[config.mk]
export PLATFORM = sky130hd
export DESIGN_NAME = counter_loader
export DESIGN_NICKNAME = d
export VERILOG_FILES = /design/src/rtl/counter_loader.sv
export SDC_FILE = /design/constraint.sdc
export NUM_CORES = 1
export LEC_CHECK = 0
export BUFFER_PORTS_ARGS = -buffer_cell sky130_fd_sc_hd__buf_2
export CORE_MARGIN = 4
export CORE_UTILIZATION = 51
export DETAILED_ROUTE_END_ITERATION = 6
export PLACE_DENSITY = 0.8
export RECOVER_POWER = 100
export SYNTH_ARGS = -nofsm -noshare
export SYNTH_HDL_FRONTEND = slang
export SYNTH_SLANG_ARGS = --single-unit
[constraint.sdc]
create_clock -name clk -period 1.55 [get_ports clk]
set_input_delay 0.0775 -clock clk [delete_from_list [all_inputs] [get_ports clk]]
set_output_delay 0.0775 -clock clk [all_outputs]
set_load 0.02 [all_outputs]
[src/rtl/counter_loader.sv]
// Serial two-byte command front-end for the loadable counter stage:
// synchronises the serial link, decodes LOAD/OE frames, drives the load port.
module counter_loader #(
    parameter int SYNC_STAGES = 2
) (
    input  logic       clk,
    input  logic       rst,
    input  logic       ser_cs,
    input  logic       ser_clk,
    input  logic       ser_data,
    output logic       load_select,
    output logic [7:0] load_value,
    output logic       oe,
    output logic       busy,
    output logic       err
);

    typedef enum logic [1:0] {
        IDLE,
        CMD,
        DATA,
        HOLD
    } state_t;

    localparam logic [7:0] CMD_LOAD = 8'h01;
    localparam logic [7:0] CMD_OE   = 8'h02;

    logic [SYNC_STAGES-1:0] cs_sync_q, cs_sync_d;
    logic [SYNC_STAGES-1:0] sck_sync_q, sck_sync_d;
    logic [SYNC_STAGES-1:0] dat_sync_q, dat_sync_d;
    logic                   cs_prev_q, cs_prev_d;
    logic                   sck_prev_q, sck_prev_d;
    logic                   dat_prev_q, dat_prev_d;

    state_t      state_q, state_d;
    logic [6:0]  shift_q, shift_d;
    logic [2:0]  cnt_q, cnt_d;
    logic        is_load_q, is_load_d;
    logic        load_select_q, load_select_d;
    logic [7:0]  load_value_q, load_value_d;
    logic        oe_q, oe_d;
    logic        busy_q, busy_d;
    logic        err_q, err_d;

    logic        cs_rise, cs_fall, sck_rise;
    logic [7:0]  byte_in;

    // Data takes the edge-detect stage too so it stays aligned with the clock event.
    always_comb begin
        cs_sync_d  = {cs_sync_q[SYNC_STAGES-2:0], ser_cs};
        sck_sync_d = {sck_sync_q[SYNC_STAGES-2:0], ser_clk};
        dat_sync_d = {dat_sync_q[SYNC_STAGES-2:0], ser_data};
        cs_prev_d  = cs_sync_q[SYNC_STAGES-1];
        sck_prev_d = sck_sync_q[SYNC_STAGES-1];
        dat_prev_d = dat_sync_q[SYNC_STAGES-1];
    end

    assign cs_rise  = cs_sync_q[SYNC_STAGES-1] & ~cs_prev_q;
    assign cs_fall  = ~cs_sync_q[SYNC_STAGES-1] & cs_prev_q;
    assign sck_rise = sck_sync_q[SYNC_STAGES-1] & ~sck_prev_q;
    assign byte_in  = {shift_q, dat_prev_q};

    always_comb begin
        state_d       = state_q;
        shift_d       = shift_q;
        cnt_d         = cnt_q;
        is_load_d     = is_load_q;
        load_select_d = 1'b0;
        load_value_d  = load_value_q;
        oe_d          = oe_q;
        busy_d        = busy_q;
        err_d         = err_q;

        if (cs_fall) begin
            // A frame dropped before its data byte completed is an abort.
            if (state_q == CMD || state_q == DATA) begin
                err_d = 1'b1;
            end
            state_d = IDLE;
            busy_d  = 1'b0;
        end else begin
            unique case (state_q)
                IDLE: begin
                    if (cs_rise) begin
                        state_d = CMD;
                        busy_d  = 1'b1;
                        err_d   = 1'b0;
                        cnt_d   = 3'd0;
                        shift_d = 7'd0;
                    end
                end
                CMD: begin
                    if (sck_rise) begin
                        shift_d = byte_in[6:0];
                        cnt_d   = cnt_q + 3'd1;
                        if (cnt_q == 3'd7) begin
                            if (byte_in == CMD_LOAD || byte_in == CMD_OE) begin
                                state_d   = DATA;
                                is_load_d = (byte_in == CMD_LOAD);
                            end else begin
                                state_d = HOLD;
                                err_d   = 1'b1;
                            end
                        end
                    end
                end
                DATA: begin
                    if (sck_rise) begin
                        shift_d = byte_in[6:0];
                        cnt_d   = cnt_q + 3'd1;
                        if (cnt_q == 3'd7) begin
                            state_d = HOLD;
                            if (is_load_q) begin
                                load_value_d  = byte_in;
                                load_select_d = 1'b1;
                            end else begin
                                oe_d = byte_in[0];
                            end
                        end
                    end
                end
                HOLD: begin
                end
                default: state_d = IDLE;
            endcase
        end
    end

    always_ff @(posedge clk or posedge rst) begin
        if (rst) begin
            cs_sync_q     <= '0;
            sck_sync_q    <= '0;
            dat_sync_q    <= '0;
            cs_prev_q     <= 1'b0;
            sck_prev_q    <= 1'b0;
            dat_prev_q    <= 1'b0;
            state_q       <= IDLE;
            shift_q       <= 7'd0;
            cnt_q         <= 3'd0;
            is_load_q     <= 1'b0;
            load_select_q <= 1'b0;
            load_value_q  <= 8'h00;
            oe_q          <= 1'b0;
            busy_q        <= 1'b0;
            err_q         <= 1'b0;
        end else begin
            cs_sync_q     <= cs_sync_d;
            sck_sync_q    <= sck_sync_d;
            dat_sync_q    <= dat_sync_d;
            cs_prev_q     <= cs_prev_d;
            sck_prev_q    <= sck_prev_d;
            dat_prev_q    <= dat_prev_d;
            state_q       <= state_d;
            shift_q       <= shift_d;
            cnt_q         <= cnt_d;
            is_load_q     <= is_load_d;
            load_select_q <= load_select_d;
            load_value_q  <= load_value_d;
            oe_q          <= oe_d;
            busy_q        <= busy_d;
            err_q         <= err_d;
        end
    end

    assign load_select = load_select_q;
    assign load_value  = load_value_q;
    assign oe          = oe_q;
    assign busy        = busy_q;
    assign err         = err_q;

endmodule
==> summary.md, run 1 <==
| Metric | Value |
|---|---|
| Status | finished with violations |
| Failing checks | negative setup slack |
| WP buf/inv | 2 |
| Most common cell after layout, fill and taps aside | dfrtp_1 |
| Hold Fails Final Rpt | 0 |
| Max VDD drop | 1.51 mV |
| Placed insts | 189 |
| Worst-path maximum fanout | 4 |
| Tcrit/Tclk final | 1.08 |
| R2R depth | 7 |
| Worst Hold Slack | 363 ps |
| CTS Buffer Depth | 2 |
| Flop-to-flop setup slack | -130 ps |
| WL/cell | 17.1 µm |
| Pins over their slew limit | 0 |
| Reg2reg end | state_q[1]$_DFFE_PP0P_ |
| Layout cell share with drive strength beyond 1 | 0.403 |
| Fin cells | 207 |
| Mapped Nets | 141 |
| DR iter-0 viols | 72 |
| Num CTS Buffers | 5 |
| Synth async-reset ratio | 1.00 |
| DR DRC count | 0 |
| Final WL | 3550 µm |
| Die X-Extent | 62.6 µm |
| Hold WC Path Type | flip-flop to flip-flop |
| Filler Cell Count | 173 |
| Pre-CTS WS | -150 ps |
| Global route overflow | 0 |
| Vias after detailed routing | 1188 |
| Area grow syn2layout | 38.8% |
| Sequential-to-total area share from yosys stat | 0.561 |
| Crit path DAT | 1970 ps |
| Design area | 2110 µm² |
| Crit path required time | 1840 ps |
| RSZ-0062 raised after global routing | true |
| Worst setup startpoint | state_q[0]$_DFFE_PP0P_ |
| Pre-antenna DRT Iters | 4 |
| Post-Synthesis Cells | 128 |
| Most used flip-flop cell after synthesis | dfrtp_1 |
| Antenna-violating nets left | 0 |
| Slowest stage delay, CP | 410 ps |
| Initial core utilization | 0.541 |
| CTS tree | yes |
| Peak Freq | 0.597 GHz |
| Largest net degree at the start of global routing | 35 |
| First-pass GRT wire length | 5760 µm |
| Max cap viols | 0 |
| Post-DP HPWL | 2010 µm |
| Setup Skew | 5.85 ps |
| Die area | 3910 µm² |
| Number of flops mapped to enable cells by yosys | 0 |
| I/O Buffers | 16 |
| Fin nets | 188 |
| H-tree Lvls | 2 |
| Final setup fails | 20 |
| Max_slew headroom | 0.463 |
| Vias in the first global route | 1203 |
| Number of cell rows | 19 |
| Synth cell types | 34 |
| Crit path max-delay family | compound AO/OA/AOI/OAI gates |
| Synthesized area | 1520 µm² |
| Worst Setup EP | state_q[1]$_DFFE_PP0P_ |
| FF-to-FF Start | state_q[0]$_DFFE_PP0P_ |
| All-Layer GR Usage | 0.196 |
| I/O pin count | 17 |
| CTS clk-pin slew, worst paths | 100 ps |
| Crit path time final | 1680 ps |
| Core area | 2810 µm² |
| CP Capture Type | flip-flop |
| Antenna cells | 0 |
| Lkg Pwr | 0.985 nW |
| Crit Path Class | flip-flop to flip-flop |
| Root Driver | clkbuf_4 |
| GPL Wtd Cong | 0.845 |
| Placed inst area | 1800 µm² |
| CP max stage cell | dfrtp_1 |
| Fin worst setup slack | -126 ps |
| Number of antenna violations at the first check in global routing | 0 |
| Pwr per Cell Area | 1680 nW/µm² |
| Clock Latency Late Sink | 340 ps |
| Setup TNS | -987 ps |
| Drt via density | 5.74 |
| Commonest non-fill, non-tap cells in the layout | dfrtp_1 (34), nand2_1 (15), buf_4 (14) |
| Die Height | 62.6 µm |
| Critical-path cell list | inv_2 > buf_6 > ha_4 > o21ba_4 > a211oi_4 > nor4b_4 > a211o_1 |
| Ys Warns | 0 |
| Clock sink count | 34 |
| Post-Synthesis Mean Instance Area | 11.9 µm² |
| Critical path depth | 7 |
| Crit start category | flip-flop |
| Least-Margin Pin Slew | 805 ps |
| Yosys reg bits | 34 |
## cell usage after synthesis (all sizes together), types with 3 or more instances
| library cell | n | share of area |
|---|---|---|
| o21ai | 15 | 0.049 |
| nor2 | 4 | 0.0099 |
| nand2 | 20 | 0.051 |
| dfrtp | 34 | 0.56 |
| buf | 3 | 0.012 |
| inv | 10 | 0.025 |
| ha | 8 | 0.066 |
| a21oi | 3 | 0.0099 |
| mux2 | 7 | 0.052 |
## power breakdown
part / switching [W] / total (W) / internal (W)
Combinational: 0.000996 / 0.00189 / 0.000891
Clock: 0.000303 / 0.000521 / 0.000218
Sequential: 0.000121 / 0.00113 / 0.00101
Total: 0.00142 / 0.00354 / 0.00212
## layer usage
layer | up-vias | part of all wire | GRT usage
met4 | 0 | 0.023 | 0.0992
met2 | 45 | 0.51 | 0.329
li1 | 542 | - | -
met3 | 8 | 0.066 | 0.0665
met5 | - | 0 | 0
met1 | 593 | 0.40 | 0.220
## logic make-up after synthesis
family	share of synthesized area
buffers and inverters	0.0363
AND/OR/NAND/NOR	0.127
flip-flops	0.561
AO/OA/AOI/OAI	0.139
adder cells (fa/ha/maj)	0.0660
multiplexers	0.0651
XOR/XNOR	0.00577
## per-stage QoR
| step | utilization | total power [W] |
|---|---|---|
| floorplan | - | 0.00203 |
| global placement | 0.641 | 0.00241 |
| detailed placement | 0.641 | 0.00247 |
| CTS | 0.731 | 0.00332 |
| global route | 0.751 | 0.00377 |
| finish | 0.751 | 0.00354 |
## worst min-delay path by stage
| stage | start | end | slack [ps] | cells after the start |
|---|---|---|---|---|
| 2_1_floorplan | ser_cs | cs_sync_q[0]$_DFF_PP0_ | 110 | 0 |
| 3_3_place_gp | rst | cs_sync_q[0]$_DFF_PP0_ | 170 | 3 |
| 3_5_place_dp | rst | cs_sync_q[0]$_DFF_PP0_ | 180 | 3 |
| 4_1_cts | rst | state_q[1]$_DFFE_PP0P_ | 350 | 4 |
| 5_1_grt | ser_data | dat_sync_q[0]$_DFF_PP0_ | 350 | 2 |
| 6_report | cs_sync_q[0]$_DFF_PP0_ | cs_sync_q[1]$_DFF_PP0_ | 360 | 0 |
## sequential cells by signal, indices dropped and copies added (netlist names), 2 cells and up
register	flops
sck_sync_q	2
dat_sync_q	2
cs_sync_q	2
shift_q	7
state_q	2
load_value	8
cnt_q	3
## what timing repair did
| item | 4_1_cts | 5_1_grt |
|---|---|---|
| pin swaps | 8 | 4 |
| hold buffers | 4 | 0 |
| cloned | 1 | 0 |
| setup buffers | 4 | 1 |
| resized for setup | 20 | 16 |
| setup endpoints to repair | 21 | 21 |
| endpoints found under the hold margin | 37 | 0 |
## layout make-up
class | instances | area [µm²] | share of cell area
clock buffer | 6 | 51.3 | 0.0243
inverter | 10 | 37.5 | 0.0178
timing repair buffer | 42 | 303 | 0.144
clock inverter | 2 | 12.5 | 0.00594
tap | 31 | 38.8 | 0.0184
sequential | 34 | 851 | 0.404
multi-input combinational | 82 | 813 | 0.386
(Power assumes the default switching activity.)
==> inputs of run 2 (changes only) <==
- clock period: 1.55 -> 1.5 ns (I/O delays scaled with it)
==> run 2 against run 1 <==
Final cell count increased by 3.4%. Critical path type unchanged. Clock skew is 6.8 ps higher. Register-to-register slack worse by 20 ps. Clock-buffer cell count unchanged. Sequential power is 6% higher. Via count shrank 0.51%. Combinational power about the same. Largest cell class unchanged. The run still ends with negative setup slack left. Sequential cell count is the same. Wire length is 1.3% lower. Highest routed layer unchanged. Die area stayed put. Total power up 2.1%.
==> summary.md, run 2 (synthesized netlist as in run 1, its figures left out) <==
| Metric | Value |
|---|---|
| Antenna-violating nets left | 0 |
| Final WL | 3500 µm |
| Max reg flops | 8 |
| Pwr per Cell Area | 1690 nW/µm² |
| All-Layer GR Usage | 0.183 |
| CTS clk-pin slew, worst paths | 100 ps |
| Crit start category | flip-flop |
| Layout cell share with drive strength beyond 1 | 0.410 |
| Vias in the first global route | 1224 |
| Max VDD drop | 1.21 mV |
| Die X-Extent | 62.6 µm |
| Lkg Pwr | 1.02 nW |
| Design area | 2150 µm² |
| First-pass GRT wire length | 5650 µm |
| Hold Fails Final Rpt | 0 |
| Die Height | 62.6 µm |
| Pre-antenna DRT Iters | 4 |
| GPL Wtd Cong | 0.894 |
| Largest net degree at the start of global routing | 35 |
| Core area | 2810 µm² |
| Root Driver | clkbuf_4 |
| Fin nets | 197 |
| Failing checks | negative setup slack |
| I/O Buffers | 16 |
| CTS tree | yes |
| Clock Latency Late Sink | 330 ps |
| Drt via density | 5.52 |
| Status | finished with violations |
| Max cap viols | 0 |
| Area grow syn2layout | 41.4% |
| Pins over their slew limit | 0 |
| DR DRC count | 0 |
| Crit path required time | 1760 ps |
| Least-Margin Pin Slew | 818 ps |
| Peak Freq | 0.609 GHz |
| Reg area | 853 µm² |
| Most common cell after layout, fill and taps aside | dfrtp_1 |
| Number of cell rows | 19 |
| Max_slew headroom | 0.455 |
| Commonest non-fill, non-tap cells in the layout | dfrtp_1 (32), buf_4 (24), nand2_1 (17) |
| H-tree Lvls | 2 |
| Clock sink count | 34 |
| Number of antenna violations at the first check in global routing | 0 |
| Crit Path Class | flip-flop to flip-flop |
| Worst-path maximum fanout | 3 |
| CP Capture Type | flip-flop |
| Setup Skew | 12.7 ps |
| Hold WC Path Type | flip-flop to flip-flop |
| Multi-input gate area | 801 µm² |
| Crit path time final | 1640 ps |
| DR iter-0 viols | 73 |
| Num CTS Buffers | 5 |
| Global route overflow | 0 |
| Die area | 3910 µm² |
| Antenna cells | 0 |
| Crit path DAT | 1900 ps |
| Placed inst area | 1870 µm² |
| Initial core utilization | 0.541 |
| Post-DP HPWL | 2250 µm |
| Final setup fails | 22 |
| Worst Hold Slack | 358 ps |
| Fin worst setup slack | -142 ps |
| Vias after detailed routing | 1182 |
| WL/cell | 16.4 µm |
| Tcrit/Tclk final | 1.09 |
| Flop-to-flop setup slack | -140 ps |
| I/O pin count | 17 |
| Filler Cell Count | 171 |
| Setup TNS | -2240 ps |
| RSZ-0062 raised after global routing | true |
| CTS Buffer Depth | 2 |
run 2: through the flow:
step | setup slack (ps) | instances | util | power (W)
6_report | -142 | 214 | 0.765 | 0.00362
5_1_grt | -208 | 214 | 0.765 | 0.00386
4_1_cts | -142 | 209 | 0.722 | 0.00327
3_5_place_dp | -130 | 195 | 0.666 | 0.00272
3_3_place_gp | -55.9 | 195 | 0.666 | 0.00267
2_1_floorplan | -34.9 | 128 | - | 0.00217
run 2: layout make-up:
cell class | count | share of cell area
Clock buffer | 6 | 0.0239
Inverter | 10 | 0.0198
Multi-Input combinational cell | 82 | 0.373
Sequential cell | 34 | 0.398
Tap cell | 31 | 0.0181
Timing Repair Buffer | 51 | 0.167
run 2: metal layers:
metal  global-route usage  wire length, µm  vias up
met5                    0                0        -
met1                0.206             1500      576
met3               0.0522              149        9
met2                0.321             1790       36
li1                     -                -      561
met4               0.0826               65        0
run 2: worst max-delay path: stages (launching register included):
cell	delay, ps
dfrtp_1	370
ha_2	190
ha_4	140
and4bb_4	300
buf_6	130
nand4_1	120
nor2_1	130
a2bb2oi_1	170
run 2: power by group:
| group | switching, W | internal, W |
|---|---|---|
| combinational | 0.000945 | 0.000975 |
| sequential | 0.000153 | 0.00105 |
| clock | 0.000281 | 0.000211 |
run 2: worst paths after layout:
check                                          endpoint               startpoint  cells past startpoint
worst max register to register    is_load_q$_DFFE_PP0P_     cnt_q[1]$_DFFE_PP0P_                      7
worst min register to register  sck_sync_q[1]$_DFF_PP0_  sck_sync_q[0]$_DFF_PP0_                      0
max in group asynchronous        state_q[0]$_DFFE_PP0P_                      rst                      4
worst max-delay path              is_load_q$_DFFE_PP0P_     cnt_q[1]$_DFFE_PP0P_                      7
min in group asynchronous        shift_q[0]$_DFFE_PP0P_                      rst                      4
worst min-delay path            sck_sync_q[1]$_DFF_PP0_  sck_sync_q[0]$_DFF_PP0_                      0
run 2: timing repair:
item,in CTS,in global routing
endpoints found under the hold margin,37,0
pin swaps,6,9
hold buffers,4,0
endpoints found under the setup margin,21,23
resized for setup,7,25
buffers inserted,3,5
cloned,1,0
